<file path="config.mk">
export PLATFORM = sky130hd
export DESIGN_NAME = mem_access_unit
export DESIGN_NICKNAME = d
export VERILOG_FILES = /design/src/rtl/riscv_mem_pkg.sv /design/src/rtl/mem_load_formatter.sv /design/src/rtl/mem_access_unit.sv
export SDC_FILE = /design/constraint.sdc
export NUM_CORES = 1
export LEC_CHECK = 0
export BUFFER_PORTS_ARGS = -buffer_cell sky130_fd_sc_hd__buf_2
export CAP_MARGIN = 15
export CORE_ASPECT_RATIO = 1.4
export CORE_MARGIN = 5
export CORE_UTILIZATION = 25
export DETAILED_ROUTE_END_ITERATION = 8
export GPL_TIMING_DRIVEN = 1
export MAX_ROUTING_LAYER = met4
export PLACE_DENSITY = 0.5
export SETUP_SLACK_MARGIN = 0.3
export SLEW_MARGIN = 20
export SYNTH_ARGS = -nofsm -noshare
export SYNTH_HDL_FRONTEND = slang
export SYNTH_SLANG_ARGS = --single-unit
</file>
<file path="constraint.sdc">
create_clock -name CLK -period 2.45 [get_ports CLK]
set_clock_uncertainty 0.15 [all_clocks]
set_input_delay 0 -clock CLK [delete_from_list [all_inputs] [get_ports CLK]]
set_output_delay 0 -clock CLK [all_outputs]
set_load 0.02 [all_outputs]
</file>
<file path="src/rtl/riscv_mem_pkg.sv">
// Shared definitions for the MEM-stage data-memory access path:
// funct3 encodings, the access FSM states and byte-enable generation.
package riscv_mem_pkg;

  localparam logic [2:0] F3_LB  = 3'b000;
  localparam logic [2:0] F3_LH  = 3'b001;
  localparam logic [2:0] F3_LW  = 3'b010;
  localparam logic [2:0] F3_LBU = 3'b100;
  localparam logic [2:0] F3_LHU = 3'b101;
  localparam logic [2:0] F3_SB  = 3'b000;
  localparam logic [2:0] F3_SH  = 3'b001;
  localparam logic [2:0] F3_SW  = 3'b010;

  typedef enum logic [1:0] {
    IDLE = 2'd0,
    REQ  = 2'd1,
    RESP = 2'd2,
    DONE = 2'd3
  } memState_e;

  // Access width lives in funct3[1:0]; the lane comes from the low address bits.
  function automatic logic [3:0] byteEnable(input logic [2:0] funct3, input logic [1:0] addrLsb);
    case (funct3[1:0])
      2'b00:   byteEnable = 4'b0001 << addrLsb;
      2'b01:   byteEnable = addrLsb[1] ? 4'b1100 : 4'b0011;
      default: byteEnable = 4'b1111;
    endcase
  endfunction

endpackage

</file>
<file path="src/rtl/mem_load_formatter.sv">
// Picks the addressed byte/halfword lane out of a read word and
// sign- or zero-extends it according to the load type.
module mem_load_formatter
  import riscv_mem_pkg::*;
(
  input  logic [31:0] rdata_i,
  input  logic [1:0]  addr_i,
  input  logic [2:0]  funct3_i,
  output logic [31:0] data_o
);

  logic [7:0]  byteSel;
  logic [15:0] halfSel;

  // Lane selection followed by extension; unknown types pass the word through.
  always_comb begin
    case (addr_i)
      2'b00:   byteSel = rdata_i[7:0];
      2'b01:   byteSel = rdata_i[15:8];
      2'b10:   byteSel = rdata_i[23:16];
      default: byteSel = rdata_i[31:24];
    endcase
    halfSel = addr_i[1] ? rdata_i[31:16] : rdata_i[15:0];
    case (funct3_i)
      F3_LB:   data_o = {{24{byteSel[7]}}, byteSel};
      F3_LH:   data_o = {{16{halfSel[15]}}, halfSel};
      F3_LBU:  data_o = {24'h0, byteSel};
      F3_LHU:  data_o = {16'h0, halfSel};
      default: data_o = rdata_i;
    endcase
  end

endmodule

</file>
<file path="src/rtl/mem_access_unit.sv">
// MEM-stage data-memory access unit: checks the EX/MEM access for legality,
// runs the req/gnt/rvalid handshake, and returns formatted load data while
// holding the front of the pipeline.
module mem_access_unit
  import riscv_mem_pkg::*;
(
  input  logic        CLK,
  input  logic        RESET,
  input  logic        valid_i,
  input  logic        MemRead_i,
  input  logic        MemWrite_i,
  input  logic [2:0]  LoadOrStoreTYPE_i,
  input  logic [31:0] ALUResult_i,
  input  logic [31:0] StoreData_i,
  output logic        stall_o,
  output logic [31:0] load_data_o,
  output logic        load_valid_o,
  output logic        access_fault_o,
  output logic        dmem_req,
  output logic        dmem_we,
  output logic [31:0] dmem_addr,
  output logic [3:0]  dmem_be,
  output logic [31:0] dmem_wdata,
  input  logic        dmem_gnt,
  input  logic        dmem_rvalid,
  input  logic [31:0] dmem_rdata
);

  memState_e   state_q;
  logic        isLoad_q;
  logic [1:0]  addrLsb_q;
  logic [2:0]  funct3_q;

  logic        opPresent;
  logic        loadTypeOk;
  logic        storeTypeOk;
  logic        misaligned;
  logic        fault;
  logic        legalOp;
  logic [31:0] wdata_d;
  logic [31:0] formatted;

  // Decide whether the presented op is legal and build the replicated store data.
  always_comb begin
    opPresent   = valid_i & (MemRead_i | MemWrite_i);
    loadTypeOk  = (LoadOrStoreTYPE_i == F3_LB)  || (LoadOrStoreTYPE_i == F3_LH) ||
                  (LoadOrStoreTYPE_i == F3_LW)  || (LoadOrStoreTYPE_i == F3_LBU) ||
                  (LoadOrStoreTYPE_i == F3_LHU);
    storeTypeOk = (LoadOrStoreTYPE_i == F3_SB)  || (LoadOrStoreTYPE_i == F3_SH) ||
                  (LoadOrStoreTYPE_i == F3_SW);
    misaligned  = ((LoadOrStoreTYPE_i[1:0] == 2'b01) && ALUResult_i[0]) ||
                  ((LoadOrStoreTYPE_i[1:0] == 2'b10) && (ALUResult_i[1:0] != 2'b00));
    fault       = opPresent & ((MemRead_i & MemWrite_i) |
                               (MemRead_i & ~loadTypeOk) |
                               (MemWrite_i & ~storeTypeOk) |
                               misaligned);
    legalOp     = opPresent & ~fault;
    case (LoadOrStoreTYPE_i[1:0])
      2'b00:   wdata_d = {4{StoreData_i[7:0]}};
      2'b01:   wdata_d = {2{StoreData_i[15:0]}};
      default: wdata_d = StoreData_i;
    endcase
  end

  // Stall and fault must act in the same cycle the op is seen, so they stay combinational.
  assign stall_o        = ~RESET & (((state_q == IDLE) & legalOp) | (state_q == REQ) | (state_q == RESP));
  assign access_fault_o = ~RESET & (state_q == IDLE) & fault;

  mem_load_formatter uFormatter (
    .rdata_i  (dmem_rdata),
    .addr_i   (addrLsb_q),
    .funct3_i (funct3_q),
    .data_o   (formatted)
  );

  // Access FSM with registered memory-port and load-result outputs.
  always_ff @(posedge CLK) begin
    if (RESET) begin
      state_q      <= IDLE;
      isLoad_q     <= 1'b0;
      addrLsb_q    <= 2'b00;
      funct3_q     <= 3'b000;
      dmem_req     <= 1'b0;
      dmem_we      <= 1'b0;
      dmem_addr    <= 32'h0;
      dmem_be      <= 4'h0;
      dmem_wdata   <= 32'h0;
      load_data_o  <= 32'h0;
      load_valid_o <= 1'b0;
    end else begin
      load_valid_o <= 1'b0;
      case (state_q)
        IDLE: begin
          if (legalOp) begin
            state_q    <= REQ;
            isLoad_q   <= MemRead_i;
            addrLsb_q  <= ALUResult_i[1:0];
            funct3_q   <= LoadOrStoreTYPE_i;
            dmem_req   <= 1'b1;
            dmem_we    <= MemWrite_i;
            dmem_addr  <= {ALUResult_i[31:2], 2'b00};
            dmem_be    <= byteEnable(LoadOrStoreTYPE_i, ALUResult_i[1:0]);
            dmem_wdata <= wdata_d;
          end
        end
        REQ: begin
          if (dmem_gnt) begin
            dmem_req <= 1'b0;
            state_q  <= isLoad_q ? RESP : DONE;
          end
        end
        RESP: begin
          if (dmem_rvalid) begin
            load_data_o  <= formatted;
            load_valid_o <= 1'b1;
            state_q      <= DONE;
          end
        end
        default: begin
          state_q <= IDLE;
        end
      endcase
    end
  end

endmodule

</file>
* Word level (Yosys, flattened, before mapping)
Cells that the tools add are included.
Word-level totals: output and inout port bits 105, input bits 106, flip-flop bits (word level) 109, logic and storage cells 83
Cells by class: bitwise gates (word level) 21, reduce and logical (&&, ||, !) cells 19, muxes and demuxes 15, shift operators 1, eq/ne operators 16
Operators by type and width (number):
- case mux 32 bit (4 select lines) | 1
- case mux 32 bit (2 select lines) | 1
- case mux 8 bit (3 select lines) | 1
- 2-to-1 mux 16 bit | 1
- equality test 3 bit, second input constant | 4
- AND 1 bit | 10
- case mux 4 bit (2 select lines) | 1
- equality test 2 x 1 -> 1 bit, second input constant | 3
- equality test 2 bit, second input constant | 3
- equality test 3 x 1 -> 1 bit, second input constant | 2
- zero test 2 bit | 3
- zero test 3 bit | 2
- 2-to-1 mux 2 bit | 3
- inequality test 2 bit, second input constant | 3
- OR 1 bit | 6
- case mux 2 bit (3 select lines) | 1
- AND reduction 3 bit | 2
- logical OR 1 bit | 5
- inverter 1 bit | 5
- 2-to-1 mux 1 bit | 4
- 2-to-1 mux 4 bit | 1
- AND reduction 2 bit | 2
- nonzero test 2 bit | 2
- << shifter 1 x 2 -> 4 bit, first input constant | 1
- other kinds (4) | 5

* Depth between registers and ports, before layout
depth in word-level cells 17, gate-level depth with buffers 8, depth with buffers taken out 6

* Cells and area by module
From an unflattened synthesis, not the netlist that was laid out.
Unflattened totals: cell total of the unflattened synthesis 712, area, all modules 5591.6 um^2
By module, submodules not included:
- mem_access_unit | area each 4868.4 um^2, cells each 581, instances 1, seq. area each 2182.1 um^2
- mem_load_formatter | area each 723.2 um^2, cells each 131, instances 1, seq. area each 0.0 um^2

* Worst setup path after synthesis
No wires, ideal clock.
path type register to register, start reg state_q[0], end reg dmem_be[0], stages on the path, launching flop included 8, buffers on the path 1, arrival 1.635 ns, setup slack 0.531 ns, required time 2.167 ns, setup time 0.133 ns, clock period less this slack 1.919 ns, cell sequence dfxtp_1 -> inv_1 -> ha_1 -> o211ai_1 -> a221o_2 -> nor2_2 -> buf_2 -> a311oi_1
On the way: cells in the longest elaborated chain, start to end 2
Ends and longest elaborated chain:
- start: declaration | line mem_access_unit.sv:29 | memState_e state_q;
- start signal: assignment | line mem_access_unit.sv:109 | state_q <= isLoad_q ? RESP : DONE;
- zero test 2 bit | line mem_access_unit.sv:92 | case (state_q)
- AND reduction 2 bit (no line)
- end signal: assignment | line mem_access_unit.sv:102 | dmem_be <= byteEnable(LoadOrStoreTYPE_i, ALUResult_i[1:0]);
- end: declaration | line mem_access_unit.sv:22 | output logic [3:0] dmem_be,
No other way between the ends. A chain may end at the register's enable or synchronous reset.

* Final worst setup path
start reg state_q[1], end out stall_o
On the way: cells in the longest elaborated chain, start to end 5, elaborated cells on any way between the ends 7, classes of those cells 2 x eq/ne; 4 x bitwise; 1 x reduce/logical
Ends and longest elaborated chain:
- zero test 2 bit | line mem_access_unit.sv:66 | assign stall_o = ~RESET & (((state_q == IDLE) & legalOp) | (state_q == REQ) | (state_q == RESP));
- AND 1 bit | line mem_access_unit.sv:66
- OR 1 bit | line mem_access_unit.sv:66
- OR 1 bit (*) | line mem_access_unit.sv:66
- AND 1 bit (*) | line mem_access_unit.sv:66
- end: declaration | line mem_access_unit.sv:15 | output logic stall_o,
Every way passes the cells marked *; elsewhere a longest branch is shown, timed or not.

==> results.yml <==
routing:
  drtAntennaViolNets: 0
  post_drt_wl_per_cell_um: 17.4
  num_vias: 5787
  drt_iter0_drc: 302
  dr.pass1.iters: 5
  viasPerCell: 4.93
  drt-total-wl_um: 20400
  drcViolationCount: 0
critical_path:
  arrival_ns: 1.92
  path_buf_inv: 2
  path_cells: "inv_2 > ha_4 > o211ai_1 > a221o_2 > nor2_4 > o31a_1 > buf_6"
  end_kind: "output port"
  cp_top_family: "compound AO/OA/AOI/OAI gates"
  required_ns: 2.30
  worst_path_largest_cell_delay_ns: 0.38
  crit_slowest_cell: "a221o_2"
  cp_max_fo: 5
  r2r_cells: 7
  worstSetupPathType: "flip-flop to output port"
  r2r_end: "dmem_addr[28]$_SDFFE_PP0P_"
  regToRegSetupSlack_ns: 0.47
  critPathLaunchType: "flip-flop"
  r2r-start: "state_q[1]$_SDFFE_PP0P_"
power:
  p_seq_share_pct: 40.0
  p_int_uw: 3350
  power_density_mw_per_mm2: 657
  p_leak_uw: 0.00328
  sw_frac_of_total_pct: 35.2
  irDropWorstVdd_uv: 332
  p_clk_share_pct: 27.6
  p_switching_uw: 1810
  p_total_uw: 5160
  power_frac_comb_pct: 32.4
synth:
  synth_area_per_cell_um2: 8.21
  synth_xor_area_share_pct: 0.170
  yosys.area_share.adder_pct: 0.969
  synth_edf_count: 0
  ys_seq_elements: 109
  synth_top_family_by_area: "compound AO/OA/AOI/OAI gates"
  synthArstFlopShare_pct: 0
  yosysSeqAreaShare_pct: 42.3
  synthMuxAreaShare_pct: 5.09
  synth_cell_type_count: 47
  synthSimpleGateAreaFrac_pct: 14.0
  yosysWarningCount: 0
  synthFlopType: "dfxtp_1"
  synth_cells: 629
  synth_compound_area_share_pct: 30.9
  synth_area_mm2: 0.00516
floorplanning:
  die_area_mm2: 0.0237
  core_mm2: 0.0204
  die-height_um: 180
  num_rows: 62
  die_w_um: 131
  ios: 211
  start_util_pct: 25.3
final_layout:
  area.growth.synth_to_final_pct: 52.2
  fin_util_pct: 38.5
  n_antenna_cell: 0
  nFillCells: 2083
  nNetsFinal: 1024
  drive_gt1_share_pct: 30.8
placed_design:
  io_buffer_count: 208
  gp_congestion: 0.756
  detailedPlacementHpwl_um: 13700
global_route:
  grt_start_max_net_pins: 61
  grt_remaining_overflow: 0
  antenna_found_initial: 0
  grt_usage_pct: 17.1
  grt_pass1_vias: 5745
  grt_pass1_wl_um: 32200
hold_path:
  hold_depth: 4
  min_from: "dmem_rvalid"
  whs_endpoint: "load_valid_o$_SDFF_PP0_"
  hold_path_class: "input pin to flip-flop"
sta:
  rsz0062_at_grt: "yes"
  hold_violations: 0
  worst_slew_pin_slew_ns: 0.576
  slew_headroom_pct: 61.5
  timing.fmax_mhz: 484
  setup_violations: 0
  final.setup.tns_ns: 0
  final_max_slew_viol_count: 0
  finalCritPeriodShare_pct: 84.3
  fin_crit_ns: 2.07
cts:
  cts_buffers: 9
  clock_sinks: 109
  cts-root-buf: "clkbuf_16"
  cts_buffer_depth: 2
  clk_pin_slew_ns: 0.07
  clk_latency_ns: 0.35
  cts_tree: "built"
  htree_levels: 3
status:
  outcome: "complete, no violations"
job:
  maxCapViolCount: 0
## layer usage
layer / part of all wire (%) / up-vias / wire length [um] / GRT usage (%)
met2: 52 / 183 / 10600 / 29.5
met3: 5.2 / 35 / 1070 / 3.41
li1: - / 2856 / - / -
met4: 2.3 / 0 / 463 / 5.68
met1: 41 / 2713 / 8310 / 19.7
met5: 0 / - / 0 / -
## repair_timing
action | CTS | global route
pin swaps | 1 | 4
hold buffers | 102 | 0
hold endpoints to repair | 106 | 0
setup endpoints to repair | 86 | 78
gates cloned | 0 | 0
buffers inserted | 1 | 6
gates resized for setup | 2 | 9
## cells by family (layout without fill, tap and decap cells)
family | after synthesis | after routing
buffers and inverters | 79 | 368
muxes | 25 | 25
AOI/OAI and AO/OA | 264 | 264
adders and majority gates | 4 | 4
other | 1 | 2
and+or+nand+nor | 146 | 146
xor gates and xnor gates | 1 | 1
DFF | 109 | 109
## tightest hold or removal path: cells and delay by family
kind                   cells  cell delay (ns)
buffers and inverters      2             0.29
AND/OR/NAND/NOR            2             0.18
## sequential cells by signal (all words and copies together), names as in the netlist
| name | flops |
|---|---|
| dmem_req | 1 |
| dmem_addr | 30 |
| state_q | 2 |
| dmem_we | 1 |
| load_data_o | 32 |
| load_valid_o | 1 |
| dmem_be | 4 |
| dmem_wdata | 32 |
| funct3_q | 3 |
| addrLsb_q | 2 |
| isLoad_q | 1 |
## power by group through the flow
stage	Sequential [uW]	Clock [uW]	Combinational, uW
2_1_floorplan	2300	0	707
3_3_place_gp	2100	0	1460
3_5_place_dp	2100	0	1470
4_1_cts	2060	1480	1610
5_1_grt	2090	1530	1820
6_report	2070	1420	1670
## how the worst max path moves through the flow
| stage | from | to | depth (start not counted) |
|---|---|---|---|
| after floorplan | state_q[0]$_SDFFE_PP0P_ | dmem_be[0]$_SDFFE_PP0P_ | 7 |
| after global placement | addrLsb_q[1]$_SDFFE_PP0P_ | load_data_o[26]$_SDFFE_PP0P_ | 4 |
| after detailed placement | addrLsb_q[1]$_SDFFE_PP0P_ | load_data_o[22]$_SDFFE_PP0P_ | 4 |
| after CTS | state_q[1]$_SDFFE_PP0P_ | stall_o | 7 |
| after global routing | state_q[1]$_SDFFE_PP0P_ | stall_o | 7 |
| final | state_q[1]$_SDFFE_PP0P_ | stall_o | 7 |
## cell usage after synthesis, drive strengths merged (7+ instances only)
master,n,area [um2]
mux2i,24,240
nand2,49,184
nand2b,8,50.1
buf,20,119
dfxtp,109,2180
clkbuf,45,169
a311oi,12,105
a31oi,14,87.6
nor3,7,35.0
inv,14,52.6
nand3,53,265
nor2,7,28.8
a21oi,95,513
o21ai,100,500
o221a,7,78.8
a211oi,20,150
nand3b,10,75.1
## area by class of cell
cell class,instances,area [um2],area share (%)
clock buffer,10,229,2.91
multi-input combinational,442,2690,34.2
inverter,14,52.6,0.669
clock inverter,6,47.5,0.605
timing repair buffer,338,2330,29.7
sequential,109,2180,27.8
tap,256,320,4.08
## cell usage in the layout, fill, tap and decap left out, types with 2 or more instances in the layout
cell type / netlist / layout
a211oi_1: 20 / 20
a21oi_1: 85 / 85
a21oi_2: 10 / 10
a311oi_1: 12 / 12
a31oi_1: 14 / 14
and2_1: 3 / 3
buf_12: 0 / 4
buf_2: 11 / 206
buf_4: 3 / 24
buf_6: 1 / 2
clkbuf_16: 0 / 9
clkinvlp_4: 0 / 4
conb_1: 1 / 2
dfxtp_1: 109 / 107
dfxtp_2: 0 / 2
dlygate4sd3_1: 0 / 102
ha_1: 4 / 3
inv_1: 14 / 12
inv_2: 0 / 2
inv_6: 0 / 2
mux2i_1: 24 / 24
nand2_1: 49 / 49
nand2b_1: 8 / 8
nand3_1: 53 / 53
nand3b_1: 10 / 10
nand4_1: 2 / 2
nor2_1: 6 / 6
nor2b_1: 4 / 4
nor3_1: 7 / 6
o21ai_0: 98 / 98
o21bai_1: 2 / 2
o221a_2: 7 / 7
o311ai_0: 2 / 2
o31a_1: 2 / 2
## through the flow
step	setup slack, ns	hold WS (ns)	cells	cell area, um2
finish	0.385	0.0120	1175	7860
global route	0.277	0.0282	1175	7860
CTS	0.136	0.0132	1169	7790
detailed placement	0.119	0.0880	1050	6460
global placement	0.163	0.0767	1050	6460
floorplan	0.531	-0.0362	630	5170
No activity file was read; power rests on OpenSTA's default activity.
